File: src/rtl/mac32_dot_seq.sv
// Sequencer folding (a,b) pairs into an accumulator through an external MAC32_top.
// Optional sticky NaN flag: define MAC32_DOT_SEQ_NAN_FLAG_EN.
module mac32_dot_seq #(
  parameter int PARM_XLEN  = 32,
  parameter int PARM_LEN_W = 8
) (
  input  logic                  clk,
  input  logic                  rst_n,
  input  logic                  start_i,
  input  logic [PARM_LEN_W-1:0] len_i,
  input  logic [PARM_XLEN-1:0]  init_c_i,
  input  logic                  in_valid_i,
  output logic                  in_ready_o,
  input  logic [PARM_XLEN-1:0]  a_i,
  input  logic [PARM_XLEN-1:0]  b_i,
  output logic [PARM_XLEN-1:0]  mac_a_o,
  output logic [PARM_XLEN-1:0]  mac_b_o,
  output logic [PARM_XLEN-1:0]  mac_c_o,
  input  logic [PARM_XLEN-1:0]  mac_result_i,
  output logic                  out_valid_o,
  input  logic                  out_ready_i,
  output logic [PARM_XLEN-1:0]  sum_o,
  output logic                  busy_o,
  output logic                  nan_o
);

  typedef enum logic [1:0] {
    S_IDLE,
    S_RUN,
    S_DONE
  } state_e;

  state_e                  state_q, state_d;
  logic [PARM_XLEN-1:0]    acc_q, op_a_q, op_b_q;
  logic [PARM_LEN_W-1:0]   cnt_q;
  logic                    op_v_q;
  logic                    start_acc;
  logic                    hs;

  assign start_acc   = (state_q == S_IDLE) && start_i;
  assign in_ready_o  = (state_q == S_RUN) && (cnt_q != '0);
  assign hs          = in_valid_i && in_ready_o;
  assign out_valid_o = (state_q == S_DONE);
  assign busy_o      = (state_q != S_IDLE);
  assign sum_o       = acc_q;
  assign mac_a_o     = op_a_q;
  assign mac_b_o     = op_b_q;
  assign mac_c_o     = acc_q;

  always_ff @(posedge clk or negedge rst_n) begin
    if (!rst_n) begin
      state_q <= S_IDLE;
    end else begin
      state_q <= state_d;
    end
  end

  always_comb begin
    state_d = state_q;
    unique case (state_q)
      S_IDLE: begin
        if (start_i) begin
          state_d = (len_i != '0) ? S_RUN : S_DONE;
        end
      end
      S_RUN: begin
        // last product lands one edge after its handshake
        if (op_v_q && (cnt_q == '0)) begin
          state_d = S_DONE;
        end
      end
      S_DONE: begin
        if (out_ready_i) begin
          state_d = S_IDLE;
        end
      end
      default: state_d = S_IDLE;
    endcase
  end

  always_ff @(posedge clk or negedge rst_n) begin
    if (!rst_n) begin
      acc_q  <= '0;
      cnt_q  <= '0;
      op_a_q <= '0;
      op_b_q <= '0;
      op_v_q <= 1'b0;
    end else begin
      op_v_q <= hs;
      if (hs) begin
        op_a_q <= a_i;
        op_b_q <= b_i;
      end
      if (start_acc) begin
        acc_q <= init_c_i;
        cnt_q <= len_i;
      end else begin
        if (hs) begin
          cnt_q <= cnt_q - PARM_LEN_W'(1);
        end
        if (op_v_q) begin
          acc_q <= mac_result_i;
        end
      end
    end
  end

`ifdef MAC32_DOT_SEQ_NAN_FLAG_EN
  localparam int MAN_W = PARM_XLEN - 9;

  logic nan_q;
  logic res_nan;

  assign res_nan = (&mac_result_i[PARM_XLEN-2 -: 8]) &&
                   (|mac_result_i[MAN_W-1:0]);

  always_ff @(posedge clk or negedge rst_n) begin
    if (!rst_n) begin
      nan_q <= 1'b0;
    end else if (start_acc) begin
      nan_q <= 1'b0;
    end else if (op_v_q && res_nan) begin
      nan_q <= 1'b1;
    end
  end

  assign nan_o = nan_q;
`else
  assign nan_o = 1'b0;
`endif

endmodule

File: config.mk
export PLATFORM = sky130hd
export DESIGN_NAME = mac32_dot_seq
export DESIGN_NICKNAME = d
export VERILOG_FILES = /design/src/rtl/mac32_dot_seq.sv
export SDC_FILE = /design/constraint.sdc
export NUM_CORES = 1
export LEC_CHECK = 0
export BUFFER_PORTS_ARGS = -buffer_cell sky130_fd_sc_hd__buf_2
export CORE_ASPECT_RATIO = 1.75
export CORE_MARGIN = 4
export CORE_UTILIZATION = 48
export CTS_CLUSTER_DIAMETER = 30
export DETAILED_ROUTE_END_ITERATION = 8
export GPL_TIMING_DRIVEN = 0
export PLACE_DENSITY_LB_ADDON = 0.15
export SYNTH_ARGS = -nofsm -noshare
export SYNTH_HDL_FRONTEND = slang
export SYNTH_SLANG_ARGS = --single-unit
export TNS_END_PERCENT = 10
File: constraint.sdc
create_clock -name clk -period 4.2 [get_ports clk]
set_input_delay 0 -clock clk [delete_from_list [all_inputs] [get_ports clk]]
set_output_delay 0 -clock clk [all_outputs]
set_load 0.1 [all_outputs]
==> metrics list <==
* Critical-path maximum fanout: 10
* Detailed-route wire length: 17500 µm
* I/O Pins: 273
- Result of the run: finished clean
- Maximum clock insertion buffer count: 2
- Timing would allow up to 381 MHz.
- Path type of the worst setup path: reg2reg
- Launch instance of the worst min-delay path: mac_result_i[2]
- Across the run, the number of max-cap violations was 0.
* Uppermost metal layer occupied by signal nets: met4
- Final cell area excluding filler cells: 0.00798 mm²
- In the layout the commonest cells are sky130_fd_sc_hd__buf_2, sky130_fd_sc_hd__nand2_1, sky130_fd_sc_hd__dlygate4sd3_1.
- Via count normalized by instance count: 4.97
- Count of yosys warnings during synthesis: 0
- Cell Area, Placed: 0.00634 mm²
- The number of clock buffers added by TritonCTS is 9.
- Setup slack on the worst reg-to-reg path comes out at 1580 ps.
- Post-Place Setup Slack: 2140 ps
- Detailed routing placed a total of 9080 µm of wire on met2.
- The number of global-route vias before repair is 5748.
- Summed over all nets, wire length on met3 after detailed routing comes to 1480 µm.
- Counting instances, the worst hold path has a depth of 3.
- CTS placed an instance of sky130_fd_sc_hd__clkbuf_16 at the clock tree root.
- The pre-antenna-repair detailed-routing pass consisted of 5 iterations.
* Final setup fails: 0
- Sort of element at the end of the critical path: flip-flop
* Mean area per synthesized cell: 9.24 µm²
- Hold Crit Class: in2reg
- Final RePlAce weighted congestion: 0.892
* Global routing usage summed across all routing layers: 30.2%
- Vias after detailed routing: 5301
* Final HPWL from detailed placement: 10900 µm
* Number of nets in the synthesized netlist: 662
* Worst Hold Margin: 5.52 ps
- Setup repair after global routing left no endpoint under its margin.
* Number of clock sinks: 107
- The die is 140 µm tall.
* Site Rows: 48
* Remaining Overflow, GRT: 0
- Synthesis produced a netlist whose cell count is 519.
- Yosys top cell by area: sky130_fd_sc_hd__dfrtp_1
- TritonCTS built the clock tree.
- Pin slew with the least headroom to its limit: 778 ps
- For hold timing, the worst endpoint is mac_c_o[2].
* Count of cell types in the netlist: 34
- Dividing the detail-routed wire length by the instance count gives 16.4 µm.
- DRT antenna net count: 0
* Cells on worst reg2reg path: 7
- In the final design database the tool counted 1079 nets.
- Final hold violation count: 0
- In this run the critical register-to-register path is launched from state_q[0].
- The area growth from synthesis to layout is 66.5%.
* Total Negative Setup Slacks: 0 ps
- Detailed Route Iter0 Violations: 258
* Final Worst Setup Slack: 1580 ps
- Initial Utilization: 49.0%
- Most frequent standard cell in the layout excluding fill and tap cells: sky130_fd_sc_hd__buf_2
- The worst path uses 62.5% of the clock period.
- Register area share after synthesis: 55.9%
* Endpoint of the most critical register-to-register path: mac_c_o[20]
* Worst setup skew after layout: 9.72 ps
- STA puts the critical path data required time at 4480 ps.
- Synth area leaders: sky130_fd_sc_hd__dfrtp_1, sky130_fd_sc_hd__nand2_1, sky130_fd_sc_hd__mux2i_1
- Standard cell core area: 0.00979 mm²
- Synth Register Bits: 107
- Metal-1 WL: 6180 µm
* Share of post-route cells with drive strength above 1: 35.5%
* Max H-tree Level: 3
* Total inserted antenna cells: 0
* Total Die Area: 0.0117 mm²
- Pins over their slew limit: 0
- Clock-pin slew was measured on the worst setup and hold paths at 70 ps.
* Mapped cell area: 0.00479 mm²
- Critical Path Source Type: flip-flop
* Min Tclk post-route: 2620 ps
* Area share of the leading cell type in the synthesized netlist: 55.9%
- Arrival time reported for the critical path endpoint: 2900 ps
- Total DRC errors in the routed layout: 0
- The initial antenna violation count came to 0.
* Largest net degree at the start of global routing: 70
* Port bufs: 271
* Max-slew headroom: 48.1%
- Clock insertion delay at the later pin of the skew report: 350 ps
* First-pass GRT wire length: 28600 µm
- Die outline width: 83.5 µm
critical path, stage by stage, from the launching register on:
cell and delay, ps:
sky130_fd_sc_hd__dfrtp_1 460, sky130_fd_sc_hd__nor2_1 210, sky130_fd_sc_hd__and2_1 200, sky130_fd_sc_hd__clkbuf_1 390
sky130_fd_sc_hd__clkbuf_1 440, sky130_fd_sc_hd__nand2_1 100, sky130_fd_sc_hd__o21ai_0 140, sky130_fd_sc_hd__dlygate4sd3_1 620
routing by layer:
metal  GRT usage, %  vias to the layer above
met3           7.65                       70
li1               -                     2472
met4           15.8                        0
met5              0                        -
met2           53.6                      311
met1           33.0                     2448
cell usage after synthesis:
| master | instances |
|---|---|
| sky130_fd_sc_hd__a21oi_1 | 3 |
| sky130_fd_sc_hd__a31oi_1 | 1 |
| sky130_fd_sc_hd__buf_2 | 7 |
| sky130_fd_sc_hd__dfrtp_1 | 107 |
| sky130_fd_sc_hd__inv_1 | 4 |
| sky130_fd_sc_hd__nand2b_1 | 2 |
| sky130_fd_sc_hd__nand3_1 | 3 |
| sky130_fd_sc_hd__nand2_1 | 230 |
| sky130_fd_sc_hd__nor2b_1 | 2 |
| sky130_fd_sc_hd__a21o_1 | 1 |
| sky130_fd_sc_hd__buf_1 | 1 |
| sky130_fd_sc_hd__o31ai_1 | 2 |
| sky130_fd_sc_hd__or4_1 | 1 |
| sky130_fd_sc_hd__buf_6 | 2 |
| sky130_fd_sc_hd__nand3b_1 | 2 |
| sky130_fd_sc_hd__nor2_1 | 4 |
| sky130_fd_sc_hd__mux2_4 | 1 |
| sky130_fd_sc_hd__ha_1 | 2 |
| sky130_fd_sc_hd__and2_1 | 2 |
| sky130_fd_sc_hd__nor4_1 | 3 |
| sky130_fd_sc_hd__nor3_1 | 7 |
| sky130_fd_sc_hd__inv_4 | 1 |
| sky130_fd_sc_hd__o211ai_1 | 1 |
| sky130_fd_sc_hd__o22ai_1 | 1 |
| sky130_fd_sc_hd__clkbuf_1 | 18 |
| sky130_fd_sc_hd__nor4_4 | 1 |
| sky130_fd_sc_hd__mux2i_1 | 34 |
| sky130_fd_sc_hd__a21bo_2 | 1 |
| sky130_fd_sc_hd__o21ai_0 | 32 |
| sky130_fd_sc_hd__nor3b_1 | 2 |
| sky130_fd_sc_hd__a221o_1 | 5 |
| sky130_fd_sc_hd__or3_1 | 2 |
| sky130_fd_sc_hd__buf_4 | 33 |
| sky130_fd_sc_hd__conb_1 | 1 |
area by class of cell:
cell class | count | area, µm²
buffer | 61 | 377
clock buffer | 9 | 225
clock inverter | 7 | 76.3
fill | 575 | 1810
inverter | 5 | 21.3
multi-input combinational | 346 | 1720
sequential | 107 | 2680
tap | 125 | 156
timing repair buffer | 406 | 2730
through the flow:
step                cells  util [%]
global placement      915      64.4
floorplan             519         -
global route         1066      81.5
detailed placement    916      64.7
finish               1066      81.5
CTS                  1066      81.5
repair_timing:
action,4_1_cts,5_1_grt
endpoints found under the hold margin,143,0
setup endpoints to repair,0,0
hold buffers,134,0
setup buffers,0,0
resized for setup,0,0
cells by family (layout without fill, tap and decap cells):
logic type,after synthesis,in the layout,synth area share [%]
adders and majority gates,2,2,0.522
and+or+nand+nor,261,261,22.0
muxes,35,35,7.41
AOI/OAI and AO/OA,47,47,5.79
other,1,1,0.0782
DFF,107,107,55.9
buffers and inverters,66,488,8.30
flip-flops by register name, summed over array words and instances, names as in the netlist:
name,cells
mac_b_o,32
op_v_q,1
mac_a_o,32
cnt_q,8
state_q,2
mac_c_o,32
worst max path at each step:
stage          startpoint           to  slack, ps  cells past startpoint
2_1_floorplan    cnt_q[0]   in_ready_o       1020                      5
3_3_place_gp        rst_n  mac_b_o[15]       1970                      1
3_5_place_dp     cnt_q[0]     cnt_q[6]       2140                      8
4_1_cts        state_q[0]   mac_c_o[0]       1670                      6
5_1_grt        state_q[0]  mac_c_o[20]       1410                      7
6_report       state_q[0]  mac_c_o[20]       1580                      7
Power is left out: the tool's default activity adds up to more than one toggle a clock period on the data nets, which glitch-free logic cannot reach.
